**src/rtl/cal_angle_arb.sv**
```systemverilog
// cal_angle_arb: two-requester round-robin front end for one shared cal_angle
// engine. Every issued sample pushes its owner id into a tag FIFO. Returned
// angles pop that FIFO in order and are steered back to the owning requester.
module cal_angle_arb #(
    parameter int DW        = 8,
    parameter int AW        = 16,
    parameter int TAG_DEPTH = 16
) (
    input  logic                          clk,
    input  logic                          rst_n,
    input  logic                          req0_val_i,
    input  logic [DW-1:0]                 req0_real_i,
    input  logic [DW-1:0]                 req0_imag_i,
    output logic                          req0_rdy_o,
    input  logic                          req1_val_i,
    input  logic [DW-1:0]                 req1_real_i,
    input  logic [DW-1:0]                 req1_imag_i,
    output logic                          req1_rdy_o,
    output logic                          eng_val_o,
    output logic [DW-1:0]                 eng_real_o,
    output logic [DW-1:0]                 eng_imag_o,
    input  logic                          eng_val_i,
    input  logic [AW-1:0]                 eng_angle_i,
    output logic                          res0_val_o,
    output logic [AW-1:0]                 res0_angle_o,
    output logic                          res1_val_o,
    output logic [AW-1:0]                 res1_angle_o,
    output logic [$clog2(TAG_DEPTH):0]    inflight_o,
    output logic                          err_o
);

    localparam int PW = $clog2(TAG_DEPTH);
    localparam int CW = PW + 1;

    // Arbitration state and issue registers
    logic                 last_grant_reg;
    logic                 eng_val_reg;
    logic [DW-1:0]        eng_real_reg;
    logic [DW-1:0]        eng_imag_reg;

    // Tag FIFO: one owner bit per in-flight sample
    logic                 tag_mem [TAG_DEPTH];
    logic [PW-1:0]        wr_ptr_reg;
    logic [PW-1:0]        rd_ptr_reg;
    logic [CW-1:0]        inflight_reg;
    logic                 err_reg;

    // Result channels
    logic                 res_val_reg   [2];
    logic [AW-1:0]        res_angle_reg [2];

    logic                 credit_ok;
    logic                 grant0;
    logic                 grant1;
    logic                 rdy0;
    logic                 rdy1;
    logic                 issue;
    logic                 winner;
    logic                 fifo_empty;
    logic                 pop;
    logic                 pop_tag;

    // Full/empty come from the occupancy count, so pointer equality never
    // has to be disambiguated.
    assign credit_ok  = (inflight_reg < CW'(TAG_DEPTH));
    assign fifo_empty = (inflight_reg == '0);

    // A lone requester always wins; on contention the one that did not win
    // last time gets the slot. last_grant_reg resets to 1 so requester 0
    // wins the first contended cycle.
    assign grant0 = req0_val_i & (~req1_val_i | last_grant_reg);
    assign grant1 = req1_val_i & (~req0_val_i | ~last_grant_reg);

    assign rdy0   = grant0 & credit_ok & rst_n;
    assign rdy1   = grant1 & credit_ok & rst_n;
    assign issue  = rdy0 | rdy1;
    assign winner = rdy1;

    assign pop     = eng_val_i & ~fifo_empty;
    assign pop_tag = tag_mem[rd_ptr_reg];

    assign req0_rdy_o = rdy0;
    assign req1_rdy_o = rdy1;

    // Issue path: forward the winner's sample to the engine one cycle later;
    // priority only rotates when something is actually issued.
    always_ff @(posedge clk) begin
        if (!rst_n) begin
            eng_val_reg    <= 1'b0;
            eng_real_reg   <= '0;
            eng_imag_reg   <= '0;
            last_grant_reg <= 1'b1;
        end else begin
            eng_val_reg <= issue;
            if (issue) begin
                eng_real_reg   <= winner ? req1_real_i : req0_real_i;
                eng_imag_reg   <= winner ? req1_imag_i : req0_imag_i;
                last_grant_reg <= winner;
            end
        end
    end

    // Tag storage: written on issue; contents need no reset because the
    // occupancy count gates every read.
    always_ff @(posedge clk) begin
        if (issue) begin
            tag_mem[wr_ptr_reg] <= winner;
        end
    end

    // FIFO pointers (wrap naturally at the power-of-two depth), occupancy
    // count and the sticky error for returns that match no outstanding tag.
    always_ff @(posedge clk) begin
        if (!rst_n) begin
            wr_ptr_reg   <= '0;
            rd_ptr_reg   <= '0;
            inflight_reg <= '0;
            err_reg      <= 1'b0;
        end else begin
            if (issue) begin
                wr_ptr_reg <= wr_ptr_reg + PW'(1);
            end
            if (pop) begin
                rd_ptr_reg <= rd_ptr_reg + PW'(1);
            end
            case ({issue, pop})
                2'b10:   inflight_reg <= inflight_reg + CW'(1);
                2'b01:   inflight_reg <= inflight_reg - CW'(1);
                default: inflight_reg <= inflight_reg;
            endcase
            if (eng_val_i && fifo_empty) begin
                err_reg <= 1'b1;
            end
        end
    end

    // Per-channel result registers: a one-cycle valid pulse for the owner of
    // the popped tag; the angle holds between results.
    generate
        for (genvar gi = 0; gi < 2; gi++) begin : g_res
            always_ff @(posedge clk) begin
                if (!rst_n) begin
                    res_val_reg[gi]   <= 1'b0;
                    res_angle_reg[gi] <= '0;
                end else begin
                    res_val_reg[gi] <= pop && (pop_tag == 1'(gi));
                    if (pop && (pop_tag == 1'(gi))) begin
                        res_angle_reg[gi] <= eng_angle_i;
                    end
                end
            end
        end
    endgenerate

    assign eng_val_o    = eng_val_reg;
    assign eng_real_o   = eng_real_reg;
    assign eng_imag_o   = eng_imag_reg;
    assign res0_val_o   = res_val_reg[0];
    assign res0_angle_o = res_angle_reg[0];
    assign res1_val_o   = res_val_reg[1];
    assign res1_angle_o = res_angle_reg[1];
    assign inflight_o   = inflight_reg;
    assign err_o        = err_reg;

endmodule
```
**config.mk**
```make
export PLATFORM = sky130hd
export DESIGN_NAME = cal_angle_arb
export DESIGN_NICKNAME = d
export VERILOG_FILES = /design/src/rtl/cal_angle_arb.sv
export SDC_FILE = /design/constraint.sdc
export NUM_CORES = 1
export LEC_CHECK = 0
export CELL_PAD_IN_SITES_DETAIL_PLACEMENT = 0
export CELL_PAD_IN_SITES_GLOBAL_PLACEMENT = 2
export CORE_ASPECT_RATIO = 1.5
export CORE_MARGIN = 1.5
export CORE_UTILIZATION = 29
export DETAILED_ROUTE_END_ITERATION = 12
export GPL_ROUTABILITY_DRIVEN = 0
export PLACE_DENSITY = 0.77
export SYNTH_ARGS = -nofsm -noshare
export SYNTH_HDL_FRONTEND = slang
export SYNTH_SLANG_ARGS = --single-unit
```
**constraint.sdc**
```tcl
create_clock -name clk -period 3.6 [get_ports clk]
set_input_delay 0.72 -clock clk [delete_from_list [all_inputs] [get_ports clk]]
set_output_delay 0.72 -clock clk [all_outputs]
set_load 0.05 [all_outputs]
```
Yosys cells after proc, flatten, opt, wreduce, memory -nomap -nowiden:

Memories as Yosys holds them, arrays and structs flattened. A register that Yosys moved wholly into a read port is not among the register bits.
Cells that the tools add are included.

* add/subtract/negate cells: 4
* multipliers: 0
* reduce and logical (&&, ||, !) cells: 5
* div/mod/pow operators: 0
* equality and inequality tests: 2
* order comparisons: 1
* shifts and indexed selects: 0
* bitwise operators: 19
* muxes and demuxes: 19

Operators with widths (count)
* two-way mux 16 bit: 2
* two-way mux 8 bit: 2
* two-way mux 1 bit: 12
* case mux 5 bit (2 select lines): 1
* adder 4 x 1 -> 4 bit, second input constant: 2
* two-way mux 4 bit: 2
* AND 1 bit: 7
* OR 1 bit: 7
* adder 5 x 1 -> 5 bit, second input constant: 1
* logical NOT 5 bit: 1
* < comparator 5 bit, second input constant: 1
* NOT 1 bit: 5
* subtractor 5 x 1 -> 5 bit, second input constant: 1
* logical AND 1 bit: 3
* == test 2 x 1 -> 1 bit, second input constant: 1
* == test 2 bit, second input constant: 1
* nonzero test 2 bit: 1

* logic and storage cells: 61
* RAM bits: 50
* output and inout bits: 59
* bits in read-only memories: 0
* bits in registers: 32
* bits in latches: 0
* memories: 3

Memories
* res_angle_reg: words 2, width 16, read ports 2, clocked after Yosys merged registers in 0, wr ports 2, line 50 `logic [AW-1:0] res_angle_reg [2];`
* tag_mem: words 16, width 1, read ports 1, clocked after Yosys merged registers in 1, wr ports 1, line 42 `logic tag_mem [TAG_DEPTH];`
* res_val_reg: words 2, width 1, read ports 2, clocked after Yosys merged registers in 0, wr ports 2, line 49 `logic res_val_reg [2];`

Logic depth before layout (Yosys ltp):

Gate-level depths: netlist of the first run.

* depth after elaboration: 8
* gate-level depth with buffers: 12

Least setup slack after synthesis of the first run:

Ideal clock, no wire load.

* kind: register to register
* start point: reg inflight_reg[1], in the netlist inflight_o[1]
* end point: reg inflight_reg[2], in the netlist inflight_o[2]
* data arrival time: 2.910 ns
* data required time: 3.530 ns
* path slack: 0.620 ns
* cell stages (with the launch flop): 13
* path buffers: 2
* cells stage by stage: dfxtp_1 -> buf_6 -> or4_4 -> o21ai_2 -> inv_1 -> ha_1 -> clkbuf_1 -> xor2_1 -> ha_1 -> a21oi_1 -> xor2_1 -> or3_1 -> a21oi_1

* word-level cells in the longest chain between the ends: 6
* elaborated cells on any way between the ends: 15
* classes of those cells: 2 x add/sub; 1 x order compare; 2 x eq/ne; 1 x mux; 7 x bitwise; 2 x reduce/logical

RTL lines
* start: declaration: line 45 `logic [CW-1:0] inflight_reg;`
* start signal: assignment: line 127 `2'b10: inflight_reg <= inflight_reg + CW'(1);`
* start signal: assignment: line 128 `2'b01: inflight_reg <= inflight_reg - CW'(1);`
* start signal: assignment: line 129 `default: inflight_reg <= inflight_reg;`
* < comparator 5 bit: line 65 `assign credit_ok = (inflight_reg < CW'(TAG_DEPTH));`
* AND 1 bit, on equally long branches (2 in series): line 74, 75
* OR 1 bit: line 76 `assign issue = rdy0 | rdy1;`
* == test 2 x 1 -> 1 bit or == test 2 bit (tied branches): line 126 `case ({issue, pop})`
* case mux 5 bit (2 select lines) or nonzero test 2 bit (tied branches)

Several ways; a longest one is shown, not always the timed one.
A chain may end at the register's enable or synchronous reset.

Worst setup path after layout of the first run:

* start point: in rst_n
* end point: out req1_rdy_o

* word-level cells in the longest chain between the ends: 1

RTL lines
* start: declaration: line 10 `input logic rst_n,`
* AND 1 bit: line 75 `assign rdy1 = grant1 & credit_ok & rst_n;`
* end: declaration: line 18 `output logic req1_rdy_o,`

Every way passes these cells.

==> flow_summary.ini, run 1 <==
[power]
power_density_nw_per_um2 = 726
combPwrFrac_pct = 40.1
p_switching_uw = 1510
vdd_drop_max_mv = 0.495
p_int_uw = 2370
pwr-share-clk_pct = 25.1
seq_power_share_pct = 34.8
switching_share_pct = 38.9
cellLeakagePower_uw = 0.00195

[critical_path]
max_stage_delay_ns = 0.50
start_kind = primary input
path_class = in -> out
crit_chain = clkdlybuf4s50_1 > buf_4 > nor2b_1 > nand3_2 > inv_1 > buf_12
critPathArrivalTime_ns = 2.28
cp_top_family = buffers and inverters
critPathMaxFanout = 12
path_buf_inv = 4
cp.required_ns = 2.88
critPathSlowestCell = clkdlybuf4s50_1
end_kind = output port

[logic_synthesis]
synth_common_cells = 48 x edfxtp_1, 42 x a21oi_1, 38 x dfxtp_1, 29 x nand2_1, 28 x nor2_1
synth_area_um2 = 3770
synth-edff-count = 48
syn_nets = 417
async_flop_share_pct = 0
synth_ff_type = edfxtp_1
syn_inst = 355
synth_top_area_share_pct = 38.2
synth.top_cells.by_area = edfxtp_1 38%, dfxtp_1 20%, a21oi_1 5.6%
ys_types = 48
yosysSeqAreaShare_pct = 58.4
synth-seq-cells = 86
avgSynthCellArea_um2 = 10.6
ys_warn_count = 0
synth_most_common_cell = edfxtp_1
yosysTopAreaCell = edfxtp_1

[sta]
skew_ns = 0.00672
hold_viol_final = 0
finalSetupTns_ns = 0
rsz0062_at_grt = false
slew_headroom_pct = 48.1
tightest_slew_ns = 0.776
finalCriticalPeriod_ns = 3.00
fmaxAchievable_mhz = 333
fin_crit_sh_pct = 83.5
drv_slew = 0
fin_ws_ns = 0.595
setup-violations-final = 0

[floorplan]
core-area_um2 = 12600
start_util_pct = 30.0
io-pin-count = 112
rows = 50
dieWidth_um = 96.1
die_area_um2 = 13700
die_y_um = 143

[global_route]
first_global_vias = 2963
grt_max_degree = 19
track_usage_pct = 14.3
grt.met1_usage_pct = 15.7
grt-ovfl-total = 0
antenna_found_initial = 0
busiest_layer = met2
grt_util_met2_pct = 26.1
met3_usage_pct = 3.73
grt_pass1_wl_mm = 14.8

[clock_network]
cts-htree-levels = 3
cts_resized = 0
clkSinkCount = 86
cts_setup_buffers = 0
cts_hold_buf = 0
clkTransAtPathRegs_ns = 0.06
cts-root-buf = clkbuf_16
clockBufferDepth = 2
clk_latency_ns = 0.33
cts_tree = done
numCtsBuffers = 9

[layout]
largest_reg_flops = 32
fillCellCount = 1263
stdcell_area_um2 = 5350
multi_input_area_um2 = 1340
drive_gt1_share_pct = 7.28
antennaDiodeCount = 0
area.growth.synth_to_final_pct = 42.0
regArea_um2 = 2200
layout.nets = 524
instances_no_fill = 623

[placed_design]
placed_cell_area_um2 = 5040
dp_slack_ns = 0.344
place_hpwl_mm = 7.07
dp_cells = 607
numPortBuffers = 111

[detailed_routing]
postRouteAntennaNets = 0
drt-initial-drc-count = 105
wl_per_cell_um = 15.3
vias = 3022
firstDrtPassIters = 4
drt-total-wl_mm = 9.53
vias_per_cell = 4.85
drcViolationCount = 0

[worst_hold_path]
hold_class = reg -> reg

[outcome]
outcome = completed

[job]
maxCapViolCount = 0
## path summary, 6_finish.rpt
| path | slack [ns] | startpoint | end | cells after the start |
|---|---|---|---|---|
| worst min register to register | 0.44 | eng_real_o[4]$_SDFFE_PN0P_ | eng_real_o[4]$_SDFFE_PN0P_ | 2 |
| worst max-delay path | 0.60 | rst_n | req1_rdy_o | 6 |
| worst min-delay path | 0.44 | eng_real_o[4]$_SDFFE_PN0P_ | eng_real_o[4]$_SDFFE_PN0P_ | 2 |
| worst max register to register | 0.68 | inflight_o[0]$_SDFFE_PN0P_ | inflight_o[4]$_SDFFE_PN0P_ | 10 |
## final cells by class
cell class / count / share of cell area (%)
clock buffers: 10 / 4.28
clock inverters: 6 / 1.61
inverters: 25 / 1.75
multi-input cells: 219 / 25.1
flip-flops and latches: 86 / 41.1
well taps: 156 / 3.65
repair buffers: 121 / 22.5
## metrics by stage
| stage | power, uW | hold WS, ns | utilization (%) |
|---|---|---|---|
| 3_3_place_gp | 2930 | 0.431 | 40.1 |
| 3_5_place_dp | 2950 | 0.438 | 40.1 |
| 4_1_cts | 3930 | 0.447 | 42.6 |
| 5_1_grt | 4100 | 0.465 | 42.6 |
| 2_1_floorplan | 2450 | 0.459 | - |
| 6_report | 3880 | 0.443 | 42.6 |
## power by group through the flow
stage / Sequential [uW] / Combinational, uW / Clock (uW)
after floorplan: 1830 / 626 / 0
after global placement: 1370 / 1550 / 0
after detailed placement: 1380 / 1570 / 0
after CTS: 1350 / 1580 / 1000
after global routing: 1370 / 1680 / 1050
final: 1350 / 1560 / 975
## worst reg2reg max path, cell delays in order, from the launching register on
cell and delay [ns]:
dfxtp_1 0.39, or4_4 0.58, o21ai_2 0.23, inv_1 0.18
ha_1 0.34, xor2_1 0.19, ha_1 0.23, a211o_1 0.28
a21oi_1 0.19, a211o_1 0.12, nand3_1 0.06
## cell usage in the layout (no fill, tap or decap), types with 16 or more instances in the layout
cell type / n
a21oi_1: 42
clkdlybuf4s50_1: 109
dfxtp_1: 38
edfxtp_1: 48
inv_1: 25
nand2_1: 29
nor2_1: 28
nor3_1: 21
o221ai_1: 16
## metal layers
metal,routed length (um),vias to the layer above
met5,0,-
met4,129,0
met3,486,11
met2,5330,94
met1,3590,1424
li1,-,1493
## cells by family after synthesis
group                      count (synthesis)  share of synthesized area [%]
xor gates and xnor gates                   8                           1.86
buffers and inverters                     50                           6.14
AOI/OAI and AO/OA                         80                           13.9
and+or+nand+nor                          113                           14.3
muxes                                      9                           2.39
adders and majority gates                  9                           2.99
DFF                                       86                           58.4
(Power assumes the default switching activity.)
==> run 2: changes to the inputs <==
- clock period: 3.6 -> 3 ns (I/O delays scaled with it)
==> run 2 against run 1 <==
Sequential power is 18% higher. Final cell count is 1.3% higher. Flip-flop and latch count stayed put. Sequential share of layout area is 0.48 points lower. Critical endpoint unchanged. Largest power group unchanged. Highest routed layer unchanged.
==> flow_summary.ini, run 2 (same netlist as run 1, synthesis figures left out) <==
[sta]
tightest_slew_ns = 0.762
setup-violations-final = 0
finalCriticalPeriod_ns = 2.68
fin_ws_ns = 0.322
finalSetupTns_ns = 0
slew_headroom_pct = 49.0
drv_slew = 0
hold_viol_final = 0
whs_ns = 0.443
rsz0062_at_grt = false
fmaxAchievable_mhz = 373
skew_ns = 0.00518
fin_crit_sh_pct = 89.3

[critical_path]
reg2reg_depth = 9
cp.required_ns = 2.40
endpoint = req1_rdy_o
critPathMaxFanout = 26
r2r_slack_ns = 0.36
startpoint = rst_n
start_kind = primary input
end_kind = output port
r2r-end = inflight_o[4]$_SDFFE_PN0P_
path_class = in -> out
critPathArrivalTime_ns = 2.08
rr_startpoint = inflight_o[0]$_SDFFE_PN0P_

[power]
p_int_uw = 2890
switching_share_pct = 38.6
pwr-share-clk_pct = 24.5
seq_power_share_pct = 33.9
p_switching_uw = 1820
combPwrFrac_pct = 41.6
vdd_drop_max_mv = 0.460
cellLeakagePower_uw = 0.00199
power_density_nw_per_um2 = 868

[clock_network]
clockBufferDepth = 2
cts_setup_buffers = 0
cts_tree = done
clkTransAtPathRegs_ns = 0.06
cts-htree-levels = 3
clkSinkCount = 86
cts_resized = 0
numCtsBuffers = 9
cts-root-buf = clkbuf_16
cts_hold_buf = 0
clk_latency_ns = 0.33

[floorplan]
core-area_um2 = 12600
dieWidth_um = 96.1
die_y_um = 143
die_area_um2 = 13700
start_util_pct = 30.0
io-pin-count = 112
rows = 50

[layout]
antennaDiodeCount = 0
layout_commonest_cell = clkdlybuf4s50_1
post-route-util_pct = 43.1
stdcell_area_um2 = 5420
layout_common_cells = 109 x clkdlybuf4s50_1, 48 x edfxtp_1, 42 x a21oi_1
layout.nets = 532
area.growth.synth_to_final_pct = 43.7
drive_gt1_share_pct = 8.84
largest_reg_flops = 32

[global_route]
antenna_found_initial = 0
grt_pass1_wl_mm = 14.8
track_usage_pct = 14.4
grt_max_degree = 27
grt-ovfl-total = 0
first_global_vias = 3022

[detailed_routing]
vias = 3043
drt-initial-drc-count = 111
wl_per_cell_um = 15.0
drcViolationCount = 0
firstDrtPassIters = 4
drt-total-wl_mm = 9.45
vias_per_cell = 4.82
postRouteAntennaNets = 0

[placed_design]
dp_slack_ns = 0.176
numPortBuffers = 111
placed_cell_area_um2 = 5100
place_hpwl_mm = 7.06

[job]
maxCapViolCount = 0

[worst_hold_path]
hold_class = reg -> reg

[outcome]
outcome = completed
run 2: cell types whose count changed in the layout (fill, tap and decap cells not counted), sizes merged:
cell    previous run  this run
buf               12        20
bufinv             2         1
clkbuf            10        11
run 2: layer usage:
layer	GRT usage, %	wire length [um]
met4	6.58	267
met2	27.3	5200
met1	14.6	3530
met3	2.93	453
met5	0	0
run 2: power groups by stage:
stage | registers [uW] | logic, uW | clock network (uW)
global route | 1620 | 2100 | 1240
finish | 1590 | 1960 | 1150
CTS | 1600 | 1980 | 1180
detailed placement | 1620 | 1970 | 0
floorplan | 2190 | 751 | 0
global placement | 1620 | 1950 | 0
run 2: critical path: stages:
cell	delay, ns
clkdlybuf4s50_1	0.48
buf_4	0.29
nor2b_1	0.28
nand3_2	0.11
inv_1	0.15
buf_12	0.16
run 2: worst min path at each step:
stage / depth (start not counted) / end / slack, ns / startpoint
5_1_grt: 2 / eng_real_o[5]$_SDFFE_PN0P_ / 0.46 / eng_real_o[5]$_SDFFE_PN0P_
4_1_cts: 2 / eng_real_o[3]$_SDFFE_PN0P_ / 0.45 / eng_real_o[3]$_SDFFE_PN0P_
3_3_place_gp: 2 / eng_real_o[3]$_SDFFE_PN0P_ / 0.43 / eng_real_o[3]$_SDFFE_PN0P_
2_1_floorplan: 2 / flop / 0.46 / rd_ptr_reg[3]$_SDFFE_PN0N_
3_5_place_dp: 2 / eng_real_o[3]$_SDFFE_PN0P_ / 0.44 / eng_real_o[3]$_SDFFE_PN0P_
6_report: 2 / eng_imag_o[4]$_SDFFE_PN0P_ / 0.44 / eng_imag_o[4]$_SDFFE_PN0P_
run 2: per-stage QoR:
step	power [uW]	cells
final	4700	631
after global placement	3570	615
after global routing	4960	631
after CTS	4760	631
after floorplan	2940	355
after detailed placement	3590	615
run 2: final cells by class:
| type | instances | area (um^2) |
|---|---|---|
| well taps | 156 | 195 |
| clock buffers | 11 | 264 |
| flip-flops and latches | 86 | 2200 |
| fillers | 1220 | 7160 |
| clock inverters | 5 | 55.1 |
| repair buffers | 129 | 1270 |
| inverters | 25 | 93.8 |
| multi-input cells | 219 | 1340 |
==> run 3: changes to the inputs <==
- CAP_MARGIN: not set -> 20
==> results of run 3 <==
Same layout as run 2: the final DEF is identical, and so are final timing and power.
